## src/rtl/disp_pkg.sv

```systemverilog
// Shared display-path definitions: converter state encoding, digit codes,
// and a constant power-of-ten helper used to size the overflow bound.
package disp_pkg;

  typedef enum logic [1:0] {
    IDLE  = 2'd0,
    SHIFT = 2'd1,
    DONE  = 2'd2
  } conv_state_t;

  localparam int         DIGIT_W    = 4;
  localparam logic [3:0] DIGIT_DASH = 4'd10;

  // 10**n as a 64-bit constant; only ever evaluated at elaboration time.
  function automatic logic [63:0] pow10(input int n);
    logic [63:0] acc;
    acc = 64'd1;
    for (int i = 0; i < n; i++) begin
      acc = acc * 64'd10;
    end
    return acc;
  endfunction

endpackage

```

## src/rtl/bin_to_digits_if.sv

```systemverilog
// Request/result bundle between a value source and the digit converter.
interface bin_to_digits_if
  import disp_pkg::*;
#(
  parameter int BIN_W  = 20,
  parameter int DIGITS = 6
);

  logic                      start;
  logic [BIN_W-1:0]          value;
  logic                      busy;
  logic                      done;
  logic                      ovf;
  logic [DIGIT_W*DIGITS-1:0] digits;

  modport master (
    output start, value,
    input  busy, done, ovf, digits
  );

  modport slave (
    input  start, value,
    output busy, done, ovf, digits
  );

endinterface

```

## src/rtl/bcd_digit_adj.sv

```systemverilog
// One BCD lane correction for shift-and-add-3: a nibble of 5 or more is
// bumped by 3 so that the following left shift carries into the next digit.
module bcd_digit_adj
  import disp_pkg::*;
(
  input  logic [DIGIT_W-1:0] din,
  output logic [DIGIT_W-1:0] dout
);

  // add-3 correction for nibbles that would exceed 9 after doubling
  always_comb begin
    dout = din;
    if (din >= 4'd5) begin
      dout = din + 4'd3;
    end else begin
      dout = din;
    end
  end

endmodule

```

## src/rtl/bin_to_digits_chk.sv

```systemverilog
// Protocol checks on the converter outputs: results only move with done,
// done only occurs while busy, and an overflow result is always all dashes.
module bin_to_digits_chk
  import disp_pkg::*;
#(
  parameter int DIGITS = 6
)(
  input logic                      clk,
  input logic                      rst,
  input logic                      busy,
  input logic                      done,
  input logic                      ovf,
  input logic [DIGIT_W*DIGITS-1:0] digits
);

  localparam logic [DIGIT_W*DIGITS-1:0] ALL_DASH = {DIGITS{DIGIT_DASH}};

  a_done_busy: assert property (@(posedge clk) disable iff (rst) done |-> busy)
    else $error("done asserted while not busy");

  a_digits_hold: assert property (@(posedge clk) disable iff (rst) !$stable(digits) |-> done)
    else $error("digits changed without done");

  a_ovf_dash: assert property (@(posedge clk) disable iff (rst) ovf |-> (digits == ALL_DASH))
    else $error("ovf set without dash digits");

endmodule

```

## src/rtl/bin_to_digits.sv

```systemverilog
// Sequential binary-to-decimal converter for the HEX display bank.
// Shift-and-add-3, one input bit per cycle; the result is published on a
// single DONE edge so the displays never show a partially built number.
module bin_to_digits
  import disp_pkg::*;
#(
  parameter int BIN_W  = 20,
  parameter int DIGITS = 6
)(
  input  logic            clk,
  input  logic            rst,
  bin_to_digits_if.slave  bus
);

  localparam int          BCD_W     = DIGIT_W * DIGITS;
  localparam int          CNT_W     = $clog2(BIN_W + 1);
  localparam logic [63:0] OVF_BOUND = pow10(DIGITS);

  conv_state_t      state_r, state_s;
  logic [BIN_W-1:0] shift_r, shift_s;
  logic [BCD_W-1:0] bcd_r, bcd_s;
  logic [BCD_W-1:0] adj_s;
  logic [CNT_W-1:0] cnt_r, cnt_s;
  logic             ovf_flag_r, ovf_flag_s;
  logic             ovf_cap_s;

  logic             busy_r, busy_s;
  logic             done_r, done_s;
  logic             ovf_r, ovf_s;
  logic [BCD_W-1:0] digits_r, digits_s;

  // Per-lane add-3 correction applied to the current accumulator.
  genvar g;
  generate
    for (g = 0; g < DIGITS; g++) begin : g_adj
      bcd_digit_adj u_adj (
        .din  (bcd_r[g*DIGIT_W +: DIGIT_W]),
        .dout (adj_s[g*DIGIT_W +: DIGIT_W])
      );
    end
  endgenerate

  // Out-of-range test against a constant bound; evaluated only at capture.
  assign ovf_cap_s = (64'(bus.value) >= OVF_BOUND);

  // FSM state register
  always_ff @(posedge clk or posedge rst) begin
    if (rst) begin
      state_r <= IDLE;
    end else begin
      state_r <= state_s;
    end
  end

  // Next-state, datapath next values and registered-output next values
  always_comb begin
    state_s    = state_r;
    shift_s    = shift_r;
    bcd_s      = bcd_r;
    cnt_s      = cnt_r;
    ovf_flag_s = ovf_flag_r;
    digits_s   = digits_r;
    ovf_s      = ovf_r;
    done_s     = 1'b0;
    busy_s     = 1'b1;

    case (state_r)
      IDLE: begin
        if (bus.start) begin
          state_s    = SHIFT;
          shift_s    = bus.value;
          bcd_s      = {BCD_W{1'b0}};
          cnt_s      = CNT_W'(BIN_W);
          ovf_flag_s = ovf_cap_s;
          busy_s     = 1'b1;
        end else begin
          busy_s     = 1'b0;
        end
      end

      SHIFT: begin
        // Corrected accumulator and operand shift left together as one word;
        // the accumulator MSB falls off only for out-of-range inputs.
        bcd_s   = {adj_s[BCD_W-2:0], shift_r[BIN_W-1]};
        shift_s = shift_r << 1'b1;
        cnt_s   = cnt_r - CNT_W'(1);
        if (cnt_r == CNT_W'(1)) begin
          state_s = DONE;
        end else begin
          state_s = SHIFT;
        end
      end

      DONE: begin
        state_s = IDLE;
        done_s  = 1'b1;
        ovf_s   = ovf_flag_r;
        if (ovf_flag_r) begin
          digits_s = {DIGITS{DIGIT_DASH}};
        end else begin
          digits_s = bcd_r;
        end
      end

      default: begin
        state_s = IDLE;
        busy_s  = 1'b0;
      end
    endcase
  end

  // Conversion working registers
  always_ff @(posedge clk or posedge rst) begin
    if (rst) begin
      shift_r    <= {BIN_W{1'b0}};
      bcd_r      <= {BCD_W{1'b0}};
      cnt_r      <= {CNT_W{1'b0}};
      ovf_flag_r <= 1'b0;
    end else begin
      shift_r    <= shift_s;
      bcd_r      <= bcd_s;
      cnt_r      <= cnt_s;
      ovf_flag_r <= ovf_flag_s;
    end
  end

  // Registered outputs; digits/ovf move only on the DONE edge
  always_ff @(posedge clk or posedge rst) begin
    if (rst) begin
      busy_r   <= 1'b0;
      done_r   <= 1'b0;
      ovf_r    <= 1'b0;
      digits_r <= {BCD_W{1'b0}};
    end else begin
      busy_r   <= busy_s;
      done_r   <= done_s;
      ovf_r    <= ovf_s;
      digits_r <= digits_s;
    end
  end

  assign bus.busy   = busy_r;
  assign bus.done   = done_r;
  assign bus.ovf    = ovf_r;
  assign bus.digits = digits_r;

  bin_to_digits_chk #(
    .DIGITS (DIGITS)
  ) u_chk (
    .clk    (clk),
    .rst    (rst),
    .busy   (busy_r),
    .done   (done_r),
    .ovf    (ovf_r),
    .digits (digits_r)
  );

endmodule
```

## src/flat_wrapper.sv

```systemverilog
// flat-port wrapper written by rule: the top's interface ports become plain ports
module bin_to_digits_flat import disp_pkg::*;
#(
  parameter int BIN_W  = 20,
  parameter int DIGITS = 6
)
  (clk, rst, bus_start, bus_value, bus_busy, bus_done, bus_ovf, bus_digits);
  bin_to_digits_if #(.BIN_W(BIN_W), .DIGITS(DIGITS)) bus_i ();
  input  logic clk;
  input  logic rst;
  input wire logic [$bits(bus_i.start)-1:0] bus_start;
  input wire logic [$bits(bus_i.value)-1:0] bus_value;
  output wire logic [$bits(bus_i.busy)-1:0] bus_busy;
  output wire logic [$bits(bus_i.done)-1:0] bus_done;
  output wire logic [$bits(bus_i.ovf)-1:0] bus_ovf;
  output wire logic [$bits(bus_i.digits)-1:0] bus_digits;
  assign bus_i.start = bus_start;
  assign bus_i.value = bus_value;
  assign bus_busy = bus_i.busy;
  assign bus_done = bus_i.done;
  assign bus_ovf = bus_i.ovf;
  assign bus_digits = bus_i.digits;
  bin_to_digits #(.BIN_W(BIN_W), .DIGITS(DIGITS)) u_core (.clk(clk), .rst(rst), .bus(bus_i));
endmodule
```

## config.mk

```make
export PLATFORM = sky130hd
export DESIGN_NAME = bin_to_digits_flat
export DESIGN_NICKNAME = d
export VERILOG_FILES = /design/src/rtl/disp_pkg.sv /design/src/rtl/bin_to_digits_if.sv /design/src/rtl/bcd_digit_adj.sv /design/src/rtl/bin_to_digits_chk.sv /design/src/rtl/bin_to_digits.sv /design/src/flat_wrapper.sv
export SDC_FILE = /design/constraint.sdc
export NUM_CORES = 1
export LEC_CHECK = 0
export CORE_ASPECT_RATIO = 0.7
export CORE_MARGIN = 1.5
export CORE_UTILIZATION = 50
export CTS_BUF_LIST = sky130_fd_sc_hd__clkbuf_4
export DETAILED_ROUTE_END_ITERATION = 8
export PLACE_DENSITY_LB_ADDON = 0.12
export SYNTH_ARGS = -nofsm -noshare
export SYNTH_HDL_FRONTEND = slang
export SYNTH_HIERARCHICAL = 1
export SYNTH_SLANG_ARGS = --single-unit
```

## constraint.sdc

```tcl
create_clock -name clk -period 2.1 [get_ports clk]
set_input_delay 0.21 -clock clk [delete_from_list [all_inputs] [get_ports clk]]
set_output_delay 0.21 -clock clk [all_outputs]
set_load 0.01 [all_outputs]
```

# Word-level counts from Yosys, hierarchy flattened
# Cells that the tools add are included.
dict set report op_classes {
  n_bitwise 0
  magnitude_cmp 7
  muxes 19
  n_eq_ne 4
  n_shift 0
  multipliers 0
  n_reduce_logical 5
  div 0
  add_sub_neg 7
}
# operator n
set op_table {}
lappend op_table {{$mux 24} 2}
lappend op_table {{$pmux 24 s2} 1}
lappend op_table {{$pmux 20 s2} 1}
lappend op_table {{$ge 4x3->1 const B} 6}
lappend op_table {{$add 4x2->4 const B} 5}
lappend op_table {{$ge 20x20->1 const B} 1}
lappend op_table {{$mux 20} 1}
lappend op_table {{$mux 4} 5}
lappend op_table {{$pmux 5 s2} 1}
lappend op_table {{$eq 5x1->1 const B} 1}
lappend op_table {{$mux 5} 1}
lappend op_table {{$sub 5x1->5 const B} 1}
lappend op_table {{$mux 2} 2}
lappend op_table {{$pmux 2 s2} 1}
lappend op_table {{$reduce_and 2->1} 2}
lappend op_table {{$add 3x2->3 const B} 1}
lappend op_table {{$mux 3} 1}
lappend op_table {{$eq 2x1->1 const B} 1}
lappend op_table {{$eq 2x2->1 const B} 1}
lappend op_table {{$logic_not 2->1} 1}
lappend op_table {{$mux 1} 2}
lappend op_table {{$ne 2x2->1 const B} 1}
lappend op_table {{$pmux 1 s2} 1}
lappend op_table {{$reduce_bool 2->1} 1}
lappend op_table {{$reduce_or 2->1} 1}
dict set report totals {
  ff_bits 79
  n_memories 0
  mem_bits_ro 0
  wordCells 51
  out_inout_bits 27
  in_bits 23
  mem_bits_rw 0
  latchBits 0
}

# Longest topological paths before layout
dict set report depth {
  ltp_word 3
  ltp_mapped 8
  mapped_depth_nobuf 6
}

# Hierarchy
# Netlist, hierarchy kept.
# module area_per_inst_um2 seq_area_each_um2 cells_each n_inst
set modules_own_cells {}
lappend modules_own_cells {bin_to_digits 3265.6 1976.9 290 1}
lappend modules_own_cells {bcd_digit_adj 101.3 0.0 16 6}

# Least setup slack after synthesis
# OpenSTA, ideal clock, no wires.
dict set report synth_timing {
  path_type {register to register}
  from {register u_core.state_r[0]}
  to {register u_core.cnt_r[0]}
  arrival_ns 1.545
  required_time_ns 2.017
  stages_incl_launch_ff 8
  synth_period_minus_slack_ns 1.627
  setup_time_ns 0.083
  path_slack_ns 0.473
  n_path_buf 2
  cell_sequence {dfrtp_1 inv_1 ha_1 mux2i_2 buf_4 buf_2 nand2_1 o21ai_0}
}
dict set report synth_via {
  elab_chain_cells 3
  word_cells_on_any_way 6
  classes_between {eq/ne: 2; mux: 1; reduce/logical: 3}
}
# item line
set synth_lines {}
lappend synth_lines {{from (decl)} bin_to_digits.sv:19} ;# conv_state_t state_r, state_s;
lappend synth_lines {{from (signal assigned)} bin_to_digits.sv:51} ;# state_r <= state_s;
lappend synth_lines {{$eq 2x1->1 or $logic_not 2->1 (tied branches)} bin_to_digits.sv:67} ;# case (state_r)
lappend synth_lines {{$reduce_bool 2->1 (no line) or $ne 2x2->1 (tied branches)} --}
lappend synth_lines {{$reduce_and 2->1 (no line)} --}
lappend synth_lines {{to (signal assigned)} bin_to_digits.sv:117} ;# cnt_r <= {CNT_W{1'b0}};
lappend synth_lines {{to (signal assigned)} bin_to_digits.sv:122} ;# cnt_r <= cnt_s;
lappend synth_lines {{to (decl)} bin_to_digits.sv:23} ;# logic [CNT_W-1:0] cnt_r, cnt_s;
# Parallel ways exist; a longest one is shown, timed or not.
# A chain may end at the register's enable or synchronous reset.

# Worst setup path in the final report
dict set report layout_timing {
  from {register u_core.state_r[1]}
  to {register u_core.bcd_r[17]}
}
dict set report layout_via {
  elab_chain_cells 3
  word_cells_on_any_way 6
  classes_between {eq/ne: 2; mux: 1; reduce/logical: 3}
}
# item line
set layout_lines {}
lappend layout_lines {{$eq 2x1->1 or $logic_not 2->1 (tied branches)} bin_to_digits.sv:67}
lappend layout_lines {{$reduce_bool 2->1 (no line) or $ne 2x2->1 (tied branches)} --}
lappend layout_lines {{$reduce_and 2->1 (no line)} --}
lappend layout_lines {{to (signal assigned)} bin_to_digits.sv:116} ;# bcd_r <= {BCD_W{1'b0}};
lappend layout_lines {{to (signal assigned)} bin_to_digits.sv:121} ;# bcd_r <= bcd_s;
lappend layout_lines {{to (decl)} bin_to_digits.sv:21} ;# logic [BCD_W-1:0] bcd_r, bcd_s;
# Parallel ways exist; a longest one is shown, timed or not.

==> impl_metrics.py <==
metrics = {
    "floorplanning": {
        "coreArea_sq_um": 7380,
        "initial_core_util_pct": 52.2,
        "row_count": 26,
        "die_w_um": 108,
        "die_h_um": 76.5,
        "dieArea_sq_um": 8250,
        "io_pins": 50,
    },
    "layout": {
        "nNetsFinal": 477,
        "nFillCells": 627,
        "stdcell_area_sq_um": 4700,
        "drive_above_1_share_pct": 9.07,
        "area_delta_synth_final_pct": 22.0,
        "diodes": 0,
    },
    "cts": {
        "cts_setup_buffers": 0,
        "cts_htree_levels": 3,
        "cts_tree": "built",
        "cts_made_buffers": 9,
        "cts.path.max_buffers": 2,
        "cts.sinks": 79,
        "cts-root-buf": "clkbuf_4",
        "clock_latency_ns": 0.42,
        "clk_pin_slew_worst_paths_ns": 0.13,
    },
    "timing": {
        "setup_violations": 0,
        "grt_setup_unrepaired": "no",
        "finalSetupTns_ns": 0,
        "fin_crit_sh_pct": 87.5,
        "finalClockSkew_ns": 0.0117,
        "final_max_slew_viol_count": 0,
        "period_needed_ns": 1.84,
        "max_freq_mhz": 544,
        "timing.final.hold_violations": 0,
        "timing.slew.headroom_pct": 58.6,
        "worst_pin_slew_ns": 0.620,
    },
    "placement": {
        "hpwl_mm": 5.56,
        "dpl_cell_area_sq_um": 4540,
        "io_buffers": 49,
        "finalWeightedCongestion": 0.771,
    },
    "synth": {
        "synth_nets": 423,
        "synth_warnings": 6,
        "syn_area_sq_um": 3850,
        "syn_inst": 382,
        "syn_avg_cell_area_sq_um": 10.1,
    },
    "detailed_routing": {
        "wl_met1_mm": 4.03,
        "vias": 2808,
        "drt_iter0_drc": 137,
        "drcViolationCount": 0,
        "wl_met2_mm": 3.47,
        "wl_met3_um": 307,
        "wl_mm": 7.89,
        "wire_per_inst_um": 14.6,
        "top_layer_used": "met4",
        "ant_nets": 0,
        "dr.pass1.iters": 4,
        "drt-vias-per-instance": 5.21,
    },
    "run": {
        "maxCapViolCount": 0,
    },
    "power_and_ir_drop": {
        "power_density_nw_per_um2": 1220,
        "p_clk_share_pct": 17.8,
        "switching_power_mw": 2.10,
        "power.leakage_nw": 2.20,
        "vdd_ir_drop_max_mv": 0.546,
        "power_frac_seq_pct": 41.2,
        "switching_share_pct": 36.7,
        "internal-power_mw": 3.62,
        "combPwrFrac_pct": 41.0,
    },
    "status": {
        "status": "completed",
    },
    "grt": {
        "antenna_found_initial": 0,
        "grt_use_total_pct": 21.4,
        "grt_overflow": 0,
        "grt_pass1_vias": 2782,
        "grt_pass1_wl_mm": 13.8,
        "grt_start_max_net_pins": 41,
    },
    "min_path": {
        "worst_hold_path_type": "input port to asynchronous set/reset pin",
    },
    "critical_path": {
        "critPathRequiredTime_ns": 2.45,
        "critPathLaunchType": "flop",
        "cp_max_fo": 18,
        "critPathSlowestCell": "dfrtp_1",
        "slowest_delay_ns": 0.42,
        "path_cells": "inv_1 > ha_1 > mux2i_4 > buf_4 > a22o_1",
        "r2r_slack_ns": 0.26,
        "path_buf_inv": 2,
        "r2r_cells": 5,
        "critical_path_cell_count": 5,
        "worstPathArrival_ns": 2.19,
        "cp-end-kind": "flop",
        "path_class": "flop to flop",
        "critical_path.top_delay_family": "flip-flops",
    },
}
[power groups by stage]
stage                     registers (mW)  clock network (mW)  logic (mW)
after floorplan                     2.35                   0        1.60
after global placement              2.37                   0        2.26
after detailed placement            2.38                   0        2.35
after CTS                           2.36                1.05        2.36
after global routing                2.44                1.11        2.64
final                               2.36                1.02        2.34
[path summary, 6_finish.rpt]
kind                                   startpoint                end
worst max-delay path            u_core/state_r[1]   u_core/bcd_r[17]
worst min-delay path                          rst     u_core/bus.ovf
worst max register to register  u_core/state_r[1]   u_core/bcd_r[17]
worst min register to register  u_core/shift_r[7]  u_core/shift_r[7]
max in group asynchronous                     rst  u_core/shift_r[1]
min in group clk                    bus_value[18]  u_core/ovf_flag_r
[metal layers]
layer  global-route usage, %  vias up
li1                        -     1411
met1                    30.7     1344
met2                    32.9       47
met3                    4.45        6
met4                    6.32        0
met5                       0        -
[cell usage in the layout (no fill, tap or decap), drive strengths merged, types with 10 or more instances in the layout]
| cell | count |
|---|---|
| dfrtp | 79 |
| nand2 | 59 |
| clkdlybuf4s50 | 49 |
| o21ai | 38 |
| inv | 29 |
| mux2i | 27 |
| a22o | 25 |
| nor2 | 22 |
| ha | 18 |
| a21oi | 15 |
| nand2b | 13 |
| buf | 13 |
| clkbuf | 10 |
[metrics by stage]
| step | hold slack (ns) | utilization [%] | worst slack [ns] | std cells | total power, mW |
|---|---|---|---|---|---|
| floorplan | 0.343 | - | 0.473 | 382 | 3.96 |
| global placement | 0.463 | 61.5 | 0.166 | 523 | 4.63 |
| detailed placement | 0.473 | 61.5 | 0.0677 | 523 | 4.73 |
| CTS | 0.208 | 63.7 | 0.0212 | 539 | 5.77 |
| global route | 0.225 | 63.7 | 0.130 | 539 | 6.18 |
| finish | 0.216 | 63.7 | 0.262 | 539 | 5.72 |
[what timing repair did]
action,4_1_cts,5_1_grt
endpoints found under the setup margin,0,24
resized for setup,0,1
hold buffers,0,0
[flip-flops by register name, summed over array words and instances, names as in the netlist]
| register | flops |
|---|---|
| u_core/bus.busy | 1 |
| u_core/bcd_r | 24 |
| u_core/cnt_r | 5 |
| u_core/bus.ovf | 1 |
| u_core/state_r | 2 |
| u_core/bus.digits | 24 |
| u_core/bus.done | 1 |
| u_core/ovf_flag_r | 1 |
| u_core/shift_r | 20 |
[area by class of cell]
cell class | instances | area (sq um) | share of cell area, %
Clock buffer | 10 | 75.1 | 1.60
Clock inverter | 6 | 85.1 | 1.81
Inverter | 30 | 116 | 2.47
Multi-Input combinational cell | 254 | 1690 | 35.9
Sequential cell | 79 | 1980 | 42.0
Tap cell | 98 | 123 | 2.61
Timing Repair Buffer | 62 | 638 | 13.6
(Power assumes the default switching activity.)
